### config.mk
export PLATFORM = sky130hd
export DESIGN_NAME = arb4
export DESIGN_NICKNAME = d
export VERILOG_FILES = /design/src/rtl/arb4.sv
export SDC_FILE = /design/constraint.sdc
export NUM_CORES = 1
export LEC_CHECK = 0
export ABC_AREA = 1
export BUFFER_PORTS_ARGS = -buffer_cell sky130_fd_sc_hd__buf_2
export CORE_MARGIN = 2
export CORE_UTILIZATION = 34
export DETAILED_ROUTE_END_ITERATION = 16
export PLACE_DENSITY = 0.52
export SETUP_SLACK_MARGIN = 0.2
export SKIP_LAST_GASP = 1
export SLEW_MARGIN = 20
export SYNTH_ARGS = -nofsm -noshare
export SYNTH_HDL_FRONTEND = slang
export SYNTH_SLANG_ARGS = --single-unit
### constraint.sdc
create_clock -name clk -period 2.75 [get_ports clk]
set_input_delay 0.275 -clock clk [delete_from_list [all_inputs] [get_ports clk]]
set_output_delay 0.275 -clock clk [all_outputs]
set_load 0.05 [all_outputs]
### src/rtl/arb4.sv
`default_nettype none
// ============================================================================
// Module   : arb4
// Brief    : Four-way round-robin arbiter with registered one-hot grants.
//            Optional forced release after MAX_HOLD cycles (ARB4_TIMEOUT_EN).
// Revision : 1.0
// ============================================================================
module arb4 #(
    parameter int MAX_HOLD = 16
) (
    input  logic       clk,
    input  logic       rstn,
    input  logic       x0,
    input  logic       x1,
    input  logic       x2,
    input  logic       x3,
    output logic       z0,
    output logic       z1,
    output logic       z2,
    output logic       z3,
    output logic       z_any,
    output logic [1:0] gid,
    output logic       tmo
);

    typedef enum logic [0:0] {
        IDLE = 1'b0,
        BUSY = 1'b1
    } state_t;

    localparam logic [7:0] c_max_hold = 8'(MAX_HOLD);

    state_t     r_state;
    logic [3:0] r_grant;
    logic       r_any;
    logic [1:0] r_gid;
    logic [1:0] r_ptr;
    logic       r_tmo;

    logic [3:0] w_req;
    logic       w_owner_req;
    logic       w_force;
    logic       w_release;
    logic [1:0] w_base;
    logic [3:0] w_cand;
    logic       w_found;
    logic [1:0] w_sel;
    logic [1:0] w_idx;

    assign w_req       = {x3, x2, x1, x0};
    assign w_owner_req = w_req[r_gid];

`ifdef ARB4_TIMEOUT_EN
    logic [7:0] r_cnt;

    assign w_force = (r_state == BUSY) && w_owner_req && (r_cnt == c_max_hold);

    always_ff @(posedge clk or negedge rstn) begin
        if (!rstn) begin
            r_cnt <= 8'd0;
        end else if (w_found && ((r_state == IDLE) || w_release)) begin
            r_cnt <= 8'd1;
        end else if (w_release) begin
            r_cnt <= 8'd0;
        end else if ((r_state == BUSY) && (r_cnt != 8'hFF)) begin
            r_cnt <= r_cnt + 8'd1;
        end
    end
`else
    logic w_unused;

    assign w_force  = 1'b0;
    assign w_unused = ^c_max_hold;
`endif

    assign w_release = (r_state == BUSY) && (!w_owner_req || w_force);
    assign w_base    = w_release ? (r_gid + 2'd1) : r_ptr;
    // A timed-out owner sits out the handoff edge so it cannot re-grab the resource.
    assign w_cand    = w_force ? (w_req & ~r_grant) : w_req;

    always_comb begin
        w_found = 1'b0;
        w_sel   = w_base;
        w_idx   = w_base;
        for (int i = 3; i >= 0; i--) begin
            w_idx = w_base + 2'(i);
            if (w_cand[w_idx]) begin
                w_found = 1'b1;
                w_sel   = w_idx;
            end
        end
    end

    always_ff @(posedge clk or negedge rstn) begin
        if (!rstn) begin
            r_state <= IDLE;
            r_grant <= 4'b0000;
            r_any   <= 1'b0;
            r_gid   <= 2'd0;
            r_ptr   <= 2'd0;
            r_tmo   <= 1'b0;
        end else begin
            r_tmo <= w_force;
            case (r_state)
                IDLE: begin
                    if (w_found) begin
                        r_state <= BUSY;
                        r_grant <= 4'b0001 << w_sel;
                        r_any   <= 1'b1;
                        r_gid   <= w_sel;
                    end
                end
                BUSY: begin
                    if (w_release) begin
                        r_ptr <= r_gid + 2'd1;
                        if (w_found) begin
                            r_grant <= 4'b0001 << w_sel;
                            r_any   <= 1'b1;
                            r_gid   <= w_sel;
                        end else begin
                            r_state <= IDLE;
                            r_grant <= 4'b0000;
                            r_any   <= 1'b0;
                            r_gid   <= 2'd0;
                        end
                    end
                end
                default: begin
                    r_state <= IDLE;
                end
            endcase
        end
    end

    assign z0    = r_grant[0];
    assign z1    = r_grant[1];
    assign z2    = r_grant[2];
    assign z3    = r_grant[3];
    assign z_any = r_any;
    assign gid   = r_gid;
    assign tmo   = r_tmo;

endmodule
`default_nettype wire
Word level (Yosys, flattened, before mapping)
Cells that the tools add are included.
- equality and inequality tests: 2
- reductions and logical operators: 3
- bitwise operators: 1
- order comparisons: 5
- divide/modulo/power cells: 0
- multiply operators: 0
- shifts and indexed selects: 1
- add/sub/neg operators: 4
- multiplexer cells: 33
- operator list (kind ; number):
    $mux 2 ; 8
    $lt 2x3->1 const B ; 5
    $mux 1 ; 13
    $mux 4 ; 3
    $bmux 1 s2 ; 5
    $pmux 4 s2 ; 1
    $add 2x1->2 const B ; 2
    $add 2x2->2 const B ; 2
    $pmux 1 s2 ; 2
    $pmux 2 s2 ; 1
    $shl 1x2->4 const A ; 1
    $ne 2x1->1 const B ; 1
    $ne 2x2->1 const B ; 1
    $reduce_and 2->1 ; 1
    $logic_and 1x1->1 ; 1
    $logic_not 1->1 ; 1
    $not 1->1 ; 1
- flip-flop bits (word level): 10
- latch bits: 0
- output and inout port bits: 8
- input bits: 6
- memories: 0
- word-level logic and storage cells: 54
- RAM bits: 0
- memory bits (read-only): 0

Depth between registers and ports, before layout
- word-level depth: 16
- gate-level depth with buffers: 19
- mapped depth without buffers: 19

Worst setup path after synthesis
OpenSTA, ideal clock, no wires.
- kind: reg2reg
- start: register r_gid[0] (netlist: gid[0])
- end: register r_gid[1] (netlist: gid[1])
- stages on the path, launching flop included: 17
- slack: 604 ps
- period minus slack after synthesis: 2146 ps
- arrival: 2070 ps
- data required time: 2674 ps
- library setup time: 76 ps
- path through: dfrtp_1 > inv_2 > nand2_1 > nand3_2 > nand2_2 > nand3_1 > nand2_2 > nand2_2 > nand3_1 > nand2_1 > inv_1 > nand3_2 > nor2_4 > nor2_4 > nor2_4 > nand2_1 > o21ai_1
- longest elaborated chain between the ends: 15
- elaborated cells on any way between the ends: 32
- ends and longest elaborated chain (element ; line ; source):
    start, declared ; 36 ; logic [1:0] r_gid;
    start signal, assigned ; 110 ; r_gid <= w_sel;
    start signal, assigned ; 119 ; r_gid <= w_sel;
    $bmux 1 s2 ; 51 ; assign w_owner_req = w_req[r_gid];
    $mux 1 (implied by the code) ; 51 ;
    $logic_not 1->1 ; 76 ; assign w_release = (r_state == BUSY) && (!w_owner_req || w_force);
    $logic_and 1x1->1 ; 76 ;
    $mux 2 ; -- ;
    $add 2x2->2 ; 86 ; w_idx = w_base + 2'(i);
    $bmux 1 s2 ; 87 ; if (w_cand[w_idx]) begin
    $mux 1 (implied by the code) ; 87 ;
    $mux 2 or $mux 1 (tied branches) (4 in series) ; 87 ;
    $mux 2 ; 116 ; if (w_found) begin
    $mux 2 ; 114 ; if (w_release) begin
    $pmux 2 s2 ; 104 ; case (r_state)
Several ways; a longest one is shown, not always the timed one. The select of a mux whose other input is x is not followed.
A chain may end at the register's enable or synchronous reset.

Worst setup path after layout
- start: register r_gid[0] (netlist: gid[0])
- end: register r_grant[1]
- longest elaborated chain between the ends: 16
- elaborated cells on any way between the ends: 33
- ends and longest elaborated chain (element ; line ; source):
    $bmux 1 s2 ; 51 ;
    $mux 1 (implied by the code) ; 51 ;
    $logic_not 1->1 ; 76 ;
    $logic_and 1x1->1 ; 76 ;
    $mux 2 ; -- ;
    $add 2x2->2 ; 86 ;
    $bmux 1 s2 ; 87 ;
    $mux 1 (implied by the code) ; 87 ;
    $mux 2 (4 in series) ; 87 ;
    $shl 1x2->4 ; 108, 117 ;
    $mux 4 ; 116 ;
    $mux 4 ; 114 ;
    $pmux 4 s2 ; 104 ;
    end signal, assigned ; 108 ; r_grant <= 4'b0001 << w_sel;
    end signal, assigned ; 117 ; r_grant <= 4'b0001 << w_sel;
    end, declared ; 34 ; logic [3:0] r_grant;
Several ways; a longest one is shown, not always the timed one. The select of a mux whose other input is x is not followed.

==> flow_summary.yaml <==
sta:
  fmax_ghz: 0.476
  skew_ps: 2.07
  fin_worst_hold_slack_ps: 391
  finalCritPeriodShare_pct: 76.4
  rsz0062_at_grt: "false"
  setup_viol: 0
  fin_crit_ps: 2100
  hold_viol: 0
  fin_setup_tns_ps: 0
  finalMaxSlewViolations: 0
critical_path:
  startpoint: "gid[0]$_DFFE_PN0P_"
  startpoint_type: "flip-flop"
  path_delay_family: "simple AND/OR/NAND/NOR gates"
  reg2reg_to: "r_grant[1]$_DFFE_PN0P_"
  regToRegStartpoint: "gid[0]$_DFFE_PN0P_"
  crit_path_cell_trace: "inv_2, nand2_1, nand3_2, nand2_2, nand2_2, nand2_2, nand2_4, inv_4, nand2_1, nand2_2, nand2_1, nand2_1, nand2_2, nor2_4, nor2_4, nor2_4, nand2_1, o21ai_1"
  cp_slowest_cell: "dfrtp_1"
  cp_num_buf_inv: 2
  crit_end: "r_grant[1]$_DFFE_PN0P_"
  rr_worst_depth: 18
  required_ps: 2940
  critPathKind: "flip-flop to flip-flop"
  slowest_delay_ps: 480
  rrSetupSlack_ps: 650
  arrival_ps: 2290
  cp.depth: 18
  worstSetupEndpointType: "flip-flop"
  crit_path_max_fanout: 7
clock_tree:
  clkTransAtPathRegs_ps: 70
  cts_made_buffers: 3
  clock-root-buffer: "clkbuf_4"
  cts_tree: "done"
  clockBufferDepth: 2
  clock_latency_ps: 260
  cts_resized: 0
  clkSinkCount: 10
  cts_max_level: 1
layout:
  final_nets: 143
  fin_cells: 164
  diodes: 0
  drive_gt1_share_pct: 30.1
  syn2layout_area_growth_pct: 16.6
synthesis:
  synth_top_family_by_area: "simple AND/OR/NAND/NOR gates"
  synth.area.mux_share_pct: 0
  syn_nets: 126
  ys_seq_area_share_pct: 31.1
  ys_warn_count: 0
  ys.flop_type: "dfrtp_1"
  yosys.area_share.simple_pct: 53.5
  syn_area_per_cell_um2: 6.70
  async_flop_share_pct: 100
  synthesis.area_um2: 805
  synth_compound_area_share_pct: 4.67
  yosysTopAreaCell: "dfrtp_1"
  yosysUniqueCellTypes: 17
  synth_fa_ha_area_share_pct: 0
  synth_top_area_share_pct: 31.1
  yosys-top-cells-area: "dfrtp_1, nand2_1, nand3_1"
  synth-xor-area-share_pct: 1.09
  ys_ff_latch: 10
  synth_edf_count: 0
  netlist_instances: 120
floorplan:
  die_w_um: 52.6
  io_pins: 14
  rows: 17
  die_y_um: 52.6
  die-area_mm2: 0.00277
  start_util_pct: 36.0
  core-area_mm2: 0.00223
drt:
  ant_nets: 0
  vias: 755
  vias_per_cell: 4.60
  drc: 0
  drt_iter0_markers: 9
  first_pass_iters: 4
  wirelength_um: 1730
  wl_per_cell_um: 10.5
global_route:
  grt_pass1_wl_um: 3140
  grt_pass1_vias: 773
  track_usage_pct: 15.0
  overflow: 0
  grt_max_degree: 11
  antenna_found_initial: 0
placement:
  dp_cells: 159
  routabilityCongestion: 0.810
  hpwlAfterDp_um: 1350
  port_buffers: 12
min_path:
  hold_path.class: "input port to async pin"
job:
  max-cap-violations: 0
run_status:
  status: "complete, no violations"
## through the flow
stage | setup WS, ps | cell area, um2 | util, %
after detailed placement | 674 | 892 | 39.9
after global placement | 670 | 892 | 39.9
after floorplan | 604 | 805 | -
final | 648 | 938 | 42.0
after CTS | 618 | 938 | 42.0
after global routing | 359 | 938 | 42.0
## cells in the final DEF, fill, tap and decap left out, types with 3 or more instances in the layout
cell type / count
buf_2: 12
nand2_2: 10
nand2_1: 49
nor2_4: 3
clkbuf_4: 3
dfrtp_1: 10
inv_1: 14
nand3_2: 5
o21ai_1: 3
nand3_1: 13
## cell families after synthesis
| group | count (synthesis) |
|---|---|
| AOI/OAI and AO/OA | 6 |
| buffers and inverters | 18 |
| other | 1 |
| DFF | 10 |
| xor gates and xnor gates | 1 |
| and+or+nand+nor | 84 |
## cell type report
type	count	area (um2)
Clock buffer	4	36.3
Tap cell	28	35.0
Inverter	17	66.3
Multi-Input combinational cell	92	480
Sequential cell	10	250
Timing Repair Buffer	13	70.1
Fill cell	248	1290
## worst min path at each step
| stage | slack [ps] | to | depth (start not counted) |
|---|---|---|---|
| 2_1_floorplan | -20 | gid[0]$_DFFE_PN0P_ | 0 |
| 3_3_place_gp | 140 | gid[0]$_DFFE_PN0P_ | 1 |
| 3_5_place_dp | 140 | gid[0]$_DFFE_PN0P_ | 1 |
| 4_1_cts | 390 | r_grant[0]$_DFFE_PN0P_ | 2 |
| 5_1_grt | 410 | gid[0]$_DFFE_PN0P_ | 2 |
| 6_report | 390 | r_grant[0]$_DFFE_PN0P_ | 2 |
## registers in the layout, summed over array words and instances, names as in the netlist
signal	cells
r_ptr	2
z_any	1
r_state	1
r_grant	4
gid	2
## metal layers
| layer | routed length (um) | vias up | part of all wire, % | track usage (%) |
|---|---|---|---|---|
| met5 | 0 | - | 0 | 0 |
| li1 | - | 397 | - | - |
| met2 | 822 | 19 | 48 | 25.6 |
| met3 | 79 | 0 | 4.6 | 1.43 |
| met4 | 0 | 0 | 0 | 5.98 |
| met1 | 828 | 339 | 48 | 19.3 |
## synthesized netlist by cell type, types with 2 or more instances
master,count
and2_1,2
dfrtp_1,10
inv_1,14
inv_2,2
nand2_1,49
nand2_2,10
nand2_4,2
nand3_1,13
nand3_2,5
nor2_4,3
o21ai_1,3
o21ai_2,2
## what timing repair did
item	CTS	global route
endpoints found under the hold margin	10	0
hold buffers	1	0
setup buffers	0	0
Power is left out: the tool's default activity adds up to more than one toggle a clock period on the data nets, which glitch-free logic cannot reach.
